`src/rtl/move_dispatch.sv`:
```
// move_dispatch: scans a 64-square board for a piece code and drives the move generator once per match,
// packing the generated boards contiguously at the destination.
module move_dispatch (
   input  logic        clk,
   input  logic        rst,
   output logic        slave_waitrequest,
   input  logic [3:0]  slave_address,
   input  logic        slave_read,
   output logic [31:0] slave_readdata,
   input  logic        slave_write,
   input  logic [31:0] slave_writedata,
   input  logic        bm_waitrequest,
   output logic [31:0] bm_address,
   output logic        bm_read,
   input  logic [31:0] bm_readdata,
   input  logic        bm_readdatavalid,
   input  logic        gm_waitrequest,
   output logic [3:0]  gm_address,
   output logic        gm_read,
   input  logic [31:0] gm_readdata,
   output logic        gm_write,
   output logic [31:0] gm_writedata
);
   typedef enum logic [3:0] {
      IDLE, RD_REQ, RD_WAIT, CHECK, W_SRC, W_DEST, W_X, W_Y, W_GO, R_CNT, ADVANCE, NEXT
   } state_t;

   state_t      state_q, state_d;
   logic [15:0] total_q, total_d;
   logic [5:0]  sq_q, sq_d;
   logic [31:0] src_q, src_d, dest_q, dest_d, dcur_q, dcur_d;
   logic [7:0]  code_q, code_d, byte_q, byte_d, cnt_q, cnt_d;
   logic        bm_read_q, bm_read_d, gm_read_q, gm_read_d, gm_write_q, gm_write_d;
   logic [31:0] bm_address_q, bm_address_d, gm_writedata_q, gm_writedata_d;
   logic [3:0]  gm_address_q, gm_address_d;
   logic        busy;
   logic        unused;

   assign busy              = state_q != IDLE;
   assign slave_waitrequest = 1'b0;
   assign slave_readdata    = slave_address == 4'd0 ? {busy, 15'd0, total_q} : 32'd0;
   assign bm_read           = bm_read_q;
   assign bm_address        = bm_address_q;
   assign gm_read           = gm_read_q;
   assign gm_write          = gm_write_q;
   assign gm_address        = gm_address_q;
   assign gm_writedata      = gm_writedata_q;
   assign unused            = ^{slave_read, bm_readdata[31:8], gm_readdata[31:8]};

   always_comb begin
      state_d = state_q;
      total_d = total_q;
      sq_d    = sq_q;
      src_d   = src_q;
      dest_d  = dest_q;
      code_d  = code_q;
      dcur_d  = dcur_q;
      byte_d  = byte_q;
      cnt_d   = cnt_q;
      case (state_q)
         IDLE: if (slave_write) begin
            src_d  = slave_address == 4'd1 ? slave_writedata : src_q;
            dest_d = slave_address == 4'd2 ? slave_writedata : dest_q;
            code_d = slave_address == 4'd3 ? slave_writedata[7:0] : code_q;
            if (slave_address == 4'd0) begin
               total_d = '0;
               sq_d    = '0;
               dcur_d  = dest_q;
               state_d = RD_REQ;
            end
         end
         RD_REQ:  state_d = bm_waitrequest ? RD_REQ : RD_WAIT;
         RD_WAIT: if (bm_readdatavalid) begin
            byte_d  = bm_readdata[7:0];
            state_d = CHECK;
         end
         CHECK:   state_d = (byte_q == code_q && code_q != 8'd0) ? W_SRC : NEXT;
         W_SRC:   state_d = gm_waitrequest ? W_SRC : W_DEST;
         W_DEST:  state_d = gm_waitrequest ? W_DEST : W_X;
         W_X:     state_d = gm_waitrequest ? W_X : W_Y;
         W_Y:     state_d = gm_waitrequest ? W_Y : W_GO;
         W_GO:    state_d = gm_waitrequest ? W_GO : R_CNT;
         R_CNT: if (!gm_waitrequest) begin
            cnt_d   = gm_readdata[7:0];
            state_d = ADVANCE;
         end
         ADVANCE: begin
            total_d = total_q + {8'd0, cnt_q};
            dcur_d  = dcur_q + {16'd0, cnt_q, 8'd0};
            state_d = NEXT;
         end
         NEXT: begin
            sq_d    = sq_q + 6'd1;
            state_d = sq_q == 6'd63 ? IDLE : RD_REQ;
         end
         default: state_d = IDLE;
      endcase
      // Bus outputs are registered, so they are computed from the state being entered.
      bm_read_d      = state_d == RD_REQ;
      bm_address_d   = bm_read_d ? src_d + {24'd0, sq_d, 2'b00} : 32'd0;
      gm_write_d     = state_d inside {W_SRC, W_DEST, W_X, W_Y, W_GO};
      gm_read_d      = state_d == R_CNT;
      gm_address_d   = state_d == W_SRC  ? 4'd1 :
                       state_d == W_DEST ? 4'd2 :
                       state_d == W_X    ? 4'd3 :
                       state_d == W_Y    ? 4'd4 : 4'd0;
      gm_writedata_d = state_d == W_SRC  ? src_q :
                       state_d == W_DEST ? dcur_q :
                       state_d == W_X    ? {29'd0, sq_q[2:0]} :
                       state_d == W_Y    ? {29'd0, sq_q[5:3]} : 32'd0;
   end

   always_ff @(posedge clk) begin
      if (rst) begin
         state_q        <= IDLE;
         total_q        <= '0;
         sq_q           <= '0;
         src_q          <= '0;
         dest_q         <= '0;
         code_q         <= '0;
         dcur_q         <= '0;
         byte_q         <= '0;
         cnt_q          <= '0;
         bm_read_q      <= 1'b0;
         bm_address_q   <= '0;
         gm_read_q      <= 1'b0;
         gm_write_q     <= 1'b0;
         gm_address_q   <= '0;
         gm_writedata_q <= '0;
      end else begin
         state_q        <= state_d;
         total_q        <= total_d;
         sq_q           <= sq_d;
         src_q          <= src_d;
         dest_q         <= dest_d;
         code_q         <= code_d;
         dcur_q         <= dcur_d;
         byte_q         <= byte_d;
         cnt_q          <= cnt_d;
         bm_read_q      <= bm_read_d;
         bm_address_q   <= bm_address_d;
         gm_read_q      <= gm_read_d;
         gm_write_q     <= gm_write_d;
         gm_address_q   <= gm_address_d;
         gm_writedata_q <= gm_writedata_d;
      end
   end
endmodule

```
`config.mk`:
```
export PLATFORM = sky130hd
export DESIGN_NAME = move_dispatch
export DESIGN_NICKNAME = d
export VERILOG_FILES = /design/src/rtl/move_dispatch.sv
export SDC_FILE = /design/constraint.sdc
export NUM_CORES = 1
export LEC_CHECK = 0
export ABC_AREA = 1
export CORE_ASPECT_RATIO = 1.4
export CORE_MARGIN = 4
export CORE_UTILIZATION = 30
export DETAILED_ROUTE_END_ITERATION = 10
export DONT_BUFFER_PORTS = 1
export GPL_ROUTABILITY_DRIVEN = 0
export PLACE_DENSITY_LB_ADDON = 0.12
export SYNTH_ARGS = -nofsm -noshare
export SYNTH_HDL_FRONTEND = slang
export SYNTH_SLANG_ARGS = --single-unit
```
`constraint.sdc`:
```
create_clock -name clk -period 4.57 [get_ports clk]
set_clock_uncertainty 0.1 [all_clocks]
set_input_delay 1.371 -clock clk [delete_from_list [all_inputs] [get_ports clk]]
set_output_delay 1.371 -clock clk [all_outputs]
set_load 0.005 [all_outputs]
```
# Yosys cells after proc, flatten, opt, wreduce, memory -nomap -nowiden
# Index checks and enable logic that the tools add are counted.
# op_classes
add_sub_neg	4
shift	0
n_eq_ne	25
n_mux	34
n_lt_le_gt_ge	0
n_reduce_logical	15
n_div	0
n_bitwise	2
n_mul	0
# op_table
cell	count
$mux W32	8
$pmux W32 S2	1
$pmux W4 S12	1
$add A32 B16 Y32	1
$add A32 B8 Y32	1
$eq A4 B3 Y1 const B	8
$mux W16	2
$pmux W16 S2	1
$eq A4 B4 Y1 const B	6
$mux W4	6
$add A16 B8 Y16	1
$eq A4 B2 Y1 const B	4
$eq A4 B1 Y1 const B	3
$mux W6	2
$pmux W6 S2	1
$mux W3	3
$reduce_and A3 Y1	3
$eq A8 B8 Y1	1
$logic_not A4 Y1	2
$mux W2	4
$reduce_bool A8 Y1	1
$add A6 B1 Y6 const B	1
$eq A6 B6 Y1 const B	1
$mux W1	5
9 further kinds	13
# totals
mem_bits_rw	0
reg_bits	216
mem_bits_ro	0
inputBits	107
latchBits	0
mem_count	0

# Logic depth before layout (Yosys ltp)
# depth
depth_word	9
depth_mapped	22
ltp_nobuf	21

# Worst setup path after synthesis
# OpenSTA, ideal clock, no wires.
# synth_path
path_type	in2reg
from	input slave_address[2]
to	register bm_address_q[21], in the netlist bm_address[21]
arrival_time_ns	3.900
n_path_buf	2
cell_stages	20
setup_slack_ns	0.455
setup_ns	0.115
required_ns	4.355
cell_sequence	inv_2 nand2_1 nor2_2 nand3_4 buf_2 clkbuf_1 o21ai_0 inv_1 ha_1 nand2_1 nor2_1 nand2_1 nand3_1 a21oi_1 nor2_2 nand3_2 nor2_2 nand4_1 nand2_1 nor2_1
# synth_via
word_cells_on_any_way	15
classes_between	1 x add/sub; 2 x eq/ne; 9 x mux; 1 x bitwise; 2 x reduce/logical
# synth_rtl
element	line	text
from (decl)	7	input logic [3:0] slave_address,
$eq A4 B1 Y1	62	src_d = slave_address == 4'd1 ? slave_writedata : src_q;
$mux W32	62	
$mux W32	61	IDLE: if (slave_write) begin
$mux W32	60	case (state_q)
via src_d[4]	31	logic [31:0] src_q, src_d, dest_q, dest_d, dcur_q, dcur_d;
$add A32 B8 Y32	100	bm_address_d = bm_read_d ? src_d + {24'd0, sq_d, 2'b00} : 32'd0;
to (signal assigned)	141	bm_address_q <= bm_address_d;
to (decl)	34	logic [31:0] bm_address_q, bm_address_d, gm_writedata_q, gm_writedata_d;
# The timed path passes the listed nets, and every way through them passes these cells.
# A chain may end at the register's enable or synchronous reset.

# Worst setup path in the final report
# layout_path
from	input slave_address[2]
to	output slave_readdata[3]
# layout_via
elab_chain_len	2
# layout_lines
element	line	text
$logic_not A4 Y1	41	assign slave_readdata = slave_address == 4'd0 ? {busy, 15'd0, total_q} : 32'd0;
$mux W32	41	
to (decl)	9	output logic [31:0] slave_readdata,
# No other way between the ends.

==> run metrics <==
Core ar.=35100 um^2; vias per cell=4.67; CTS tree=done; Switching Fraction=0.230; crit path DAT=2580 ps; critical-path maximum fanout=17; # port buffers=0; worst slew pin tran=~1100 ps; # diodes=0; Yosys cell types=43; Max Cap Viol=0; Sum Neg Setup Slack=0 ps; largest net degree at the start of global routing=128; hold-fix buffers at CTS=0; Slew HR=0.243; Sink Count=216; crit end category=output pin; Post-Synthesis Cell Area=approximately 11000 um^2; vias in the first global route=8975; Power Internal=3.17 mW; top cell type's share of synthesized area=0.404; Area Overhead vs Synth=11.5%; metal3 WL=2.00 mm; DR iter-0 viols=between 400 and 500; Seq/Total Area, Yosys=0.404; final setup fails=0; initial antenna violation count=0; Startpoint Class=input pin; first-pass iteration count of the detailed router=5; Worst-Skew Late Latency=530 ps; Crit Reg-Reg Endpoint=dcur_q[12]; Resized Gates After CTS=0; Die Area=between 30000 and 40000 um^2; LEAKAGE=roughly 4.8 nW; final period utilization=0.886; Hold/Removal Path Class=reg2reg; hold violation count in the final report=0; Site Rows=~80; Post-Syn Area per Cell=7.02 um^2; Clock transition at path regs=60 ps; hold wc startpoint=dcur_q[3]; Tmin final=around 4000 ps; Die X=around 170 um; CTS Root Cell=clkbuf_16; clock buffer count from CTS=25; Synth area leaders=dfxtp_1 40%, nand2_1 12%, nor2_1 6.6%; Logic pwr share=0.037; global-route wire length before repair=about 51 mm; layout cell share with drive strength beyond 1=0.0911; Min-Delay Endpoint=gm_writedata[3]; DR WL/cell=16.6 um; Routed Antenna Nets=0; r2r setup slk=1100 ps; H-tree Lvls=1; reg-to-reg startpoint=state_q[1]; Final nets=1642; Filler cells=3868; Die Height=231 um; CTS Buffer Depth=3; Psw=around 950 uW; via count=between 9000 and 10000; top_reg_cell synth=dfxtp_1; final slew viol count=0; Critical Path RT=3100 ps; detailed placer's ending HPWL=24.6 mm; # IOs=211; wire length on met2=15.3 mm; leading area contributor after synthesis=dfxtp_1; Mapped Cells=approximately 1500; initial core utilization=0.305; total congestion overflow=0; highest routed metal layer=met4; gr usage total=0.164; WL final=around 33 mm; pwr dens=345 nW/um^2; RSZ-0062 raised after global routing=false; FFs w/ async S/R, synth=0; DRC viols=0; hold depth=2; post-CTS setup repair buffer count=0; FMAX=roughly 250 MHz; YS warnings=0; WHS=366 ps; #FFs+latches synth=216; Seq pwr share=0.466; M1 wire length=15.0 mm; Clk pwr share=0.496; kind of critical path=in2out; peak supply drop=0.213 mV; outcome=completed; number of synthesized flops with an enable pin=0; FF-to-FF path depth=11
-- routing by layer --
layer,vias up,track usage
li1,4863,-
met1,4150,0.216
met2,207,0.275
met3,39,0.0348
met4,0,0.0398
met5,-,0
-- how the worst max path moves through the flow --
stage	from	depth (start not counted)	to	slack [ps]
after floorplan	slave_address[2]	20	bm_address[21]	460
after global placement	slave_address[2]	21	bm_address[23]	170
after detailed placement	slave_address[2]	21	bm_address[23]	170
after CTS	slave_address[2]	5	slave_readdata[3]	480
after global routing	slave_address[2]	5	slave_readdata[1]	280
final	slave_address[2]	5	slave_readdata[3]	520
-- sequential cells by signal, summed over array words and instances (netlist names), 8 cells and up --
| name | count |
|---|---|
| bm_address | 32 |
| byte_q | 8 |
| cnt_q | 8 |
| code_q | 8 |
| dcur_q | 32 |
| dest_q | 32 |
| gm_writedata | 32 |
| src_q | 32 |
| total_q | 16 |
-- cell usage in the layout (no fill, tap or decap), drive strengths merged, types with 9 or more instances in the layout --
| master | instances |
|---|---|
| a211oi | 34 |
| a21oi | 124 |
| a31oi | 9 |
| buf | 17 |
| clkbuf | 32 |
| clkinv | 9 |
| conb | 17 |
| dfxtp | 216 |
| ha | 23 |
| inv | 182 |
| nand2 | 347 |
| nand3 | 80 |
| nand4 | 31 |
| nor2 | 215 |
| nor3 | 18 |
| o21ai | 104 |
| or2 | 16 |
| xor2 | 17 |
-- stage by stage --
stage                     area (um^2)  setup WS [ps]  power, mW  std cells   util
final                           11900            522       4.12       1982  0.340
after global routing            11900            280       4.28       1982  0.340
after CTS                       11900            479       4.19       1982  0.340
after detailed placement        11100            169       2.12       1938  0.317
after global placement          11100            167       2.11       1938  0.317
after floorplan                 10800            455       2.10       1540      -
-- cell families after synthesis --
kind of cell | count (synthesis) | synth area share
simple gates | 714 | 0.298
compound gates | 284 | 0.146
buf+inv | 259 | 0.0994
flops | 216 | 0.404
fa+ha+maj | 26 | 0.0325
xor+xnor | 24 | 0.0196
other cells | 1 | 0.000350
-- critical path, cell delays in order --
cell and delay [ps]:
inv_2 80, nand3_1 140, nor2_1 210, clkinv_1 460
nor2_1 310
-- power groups by stage --
stage               Combinational (mW)  Sequential, mW  Clock, mW
finish                           0.153            1.92       2.04
global route                     0.174            1.92       2.19
CTS                              0.155            1.92       2.12
detailed placement               0.154            1.96          0
global placement                 0.153            1.96          0
floorplan                        0.140            1.96          0
-- layout make-up --
class / count / area [um^2] / area share
clock buffer: 32 / 682 / 0.0572
multi-input combinational: 1065 / 5390 / 0.452
timing repair buffer: 17 / 128 / 0.0107
inverter: 184 / 691 / 0.0579
clock inverter: 12 / 148 / 0.0124
sequential: 216 / 4320 / 0.362
tap: 456 / 571 / 0.0478
-- synth_stat cells (13+ instances only) --
library cell	instances
a211oi_1	34
a21oi_1	124
buf_4	17
clkbuf_1	45
dfxtp_1	216
ha_1	23
inv_1	169
inv_2	13
nand2_1	331
nand2_2	13
nand3_1	77
nand4_1	30
nor2_1	189
nor2_4	14
nor3_1	16
o21ai_0	94
or2_2	15
xor2_1	17
Note: power is estimated with default switching activity, not from simulation.
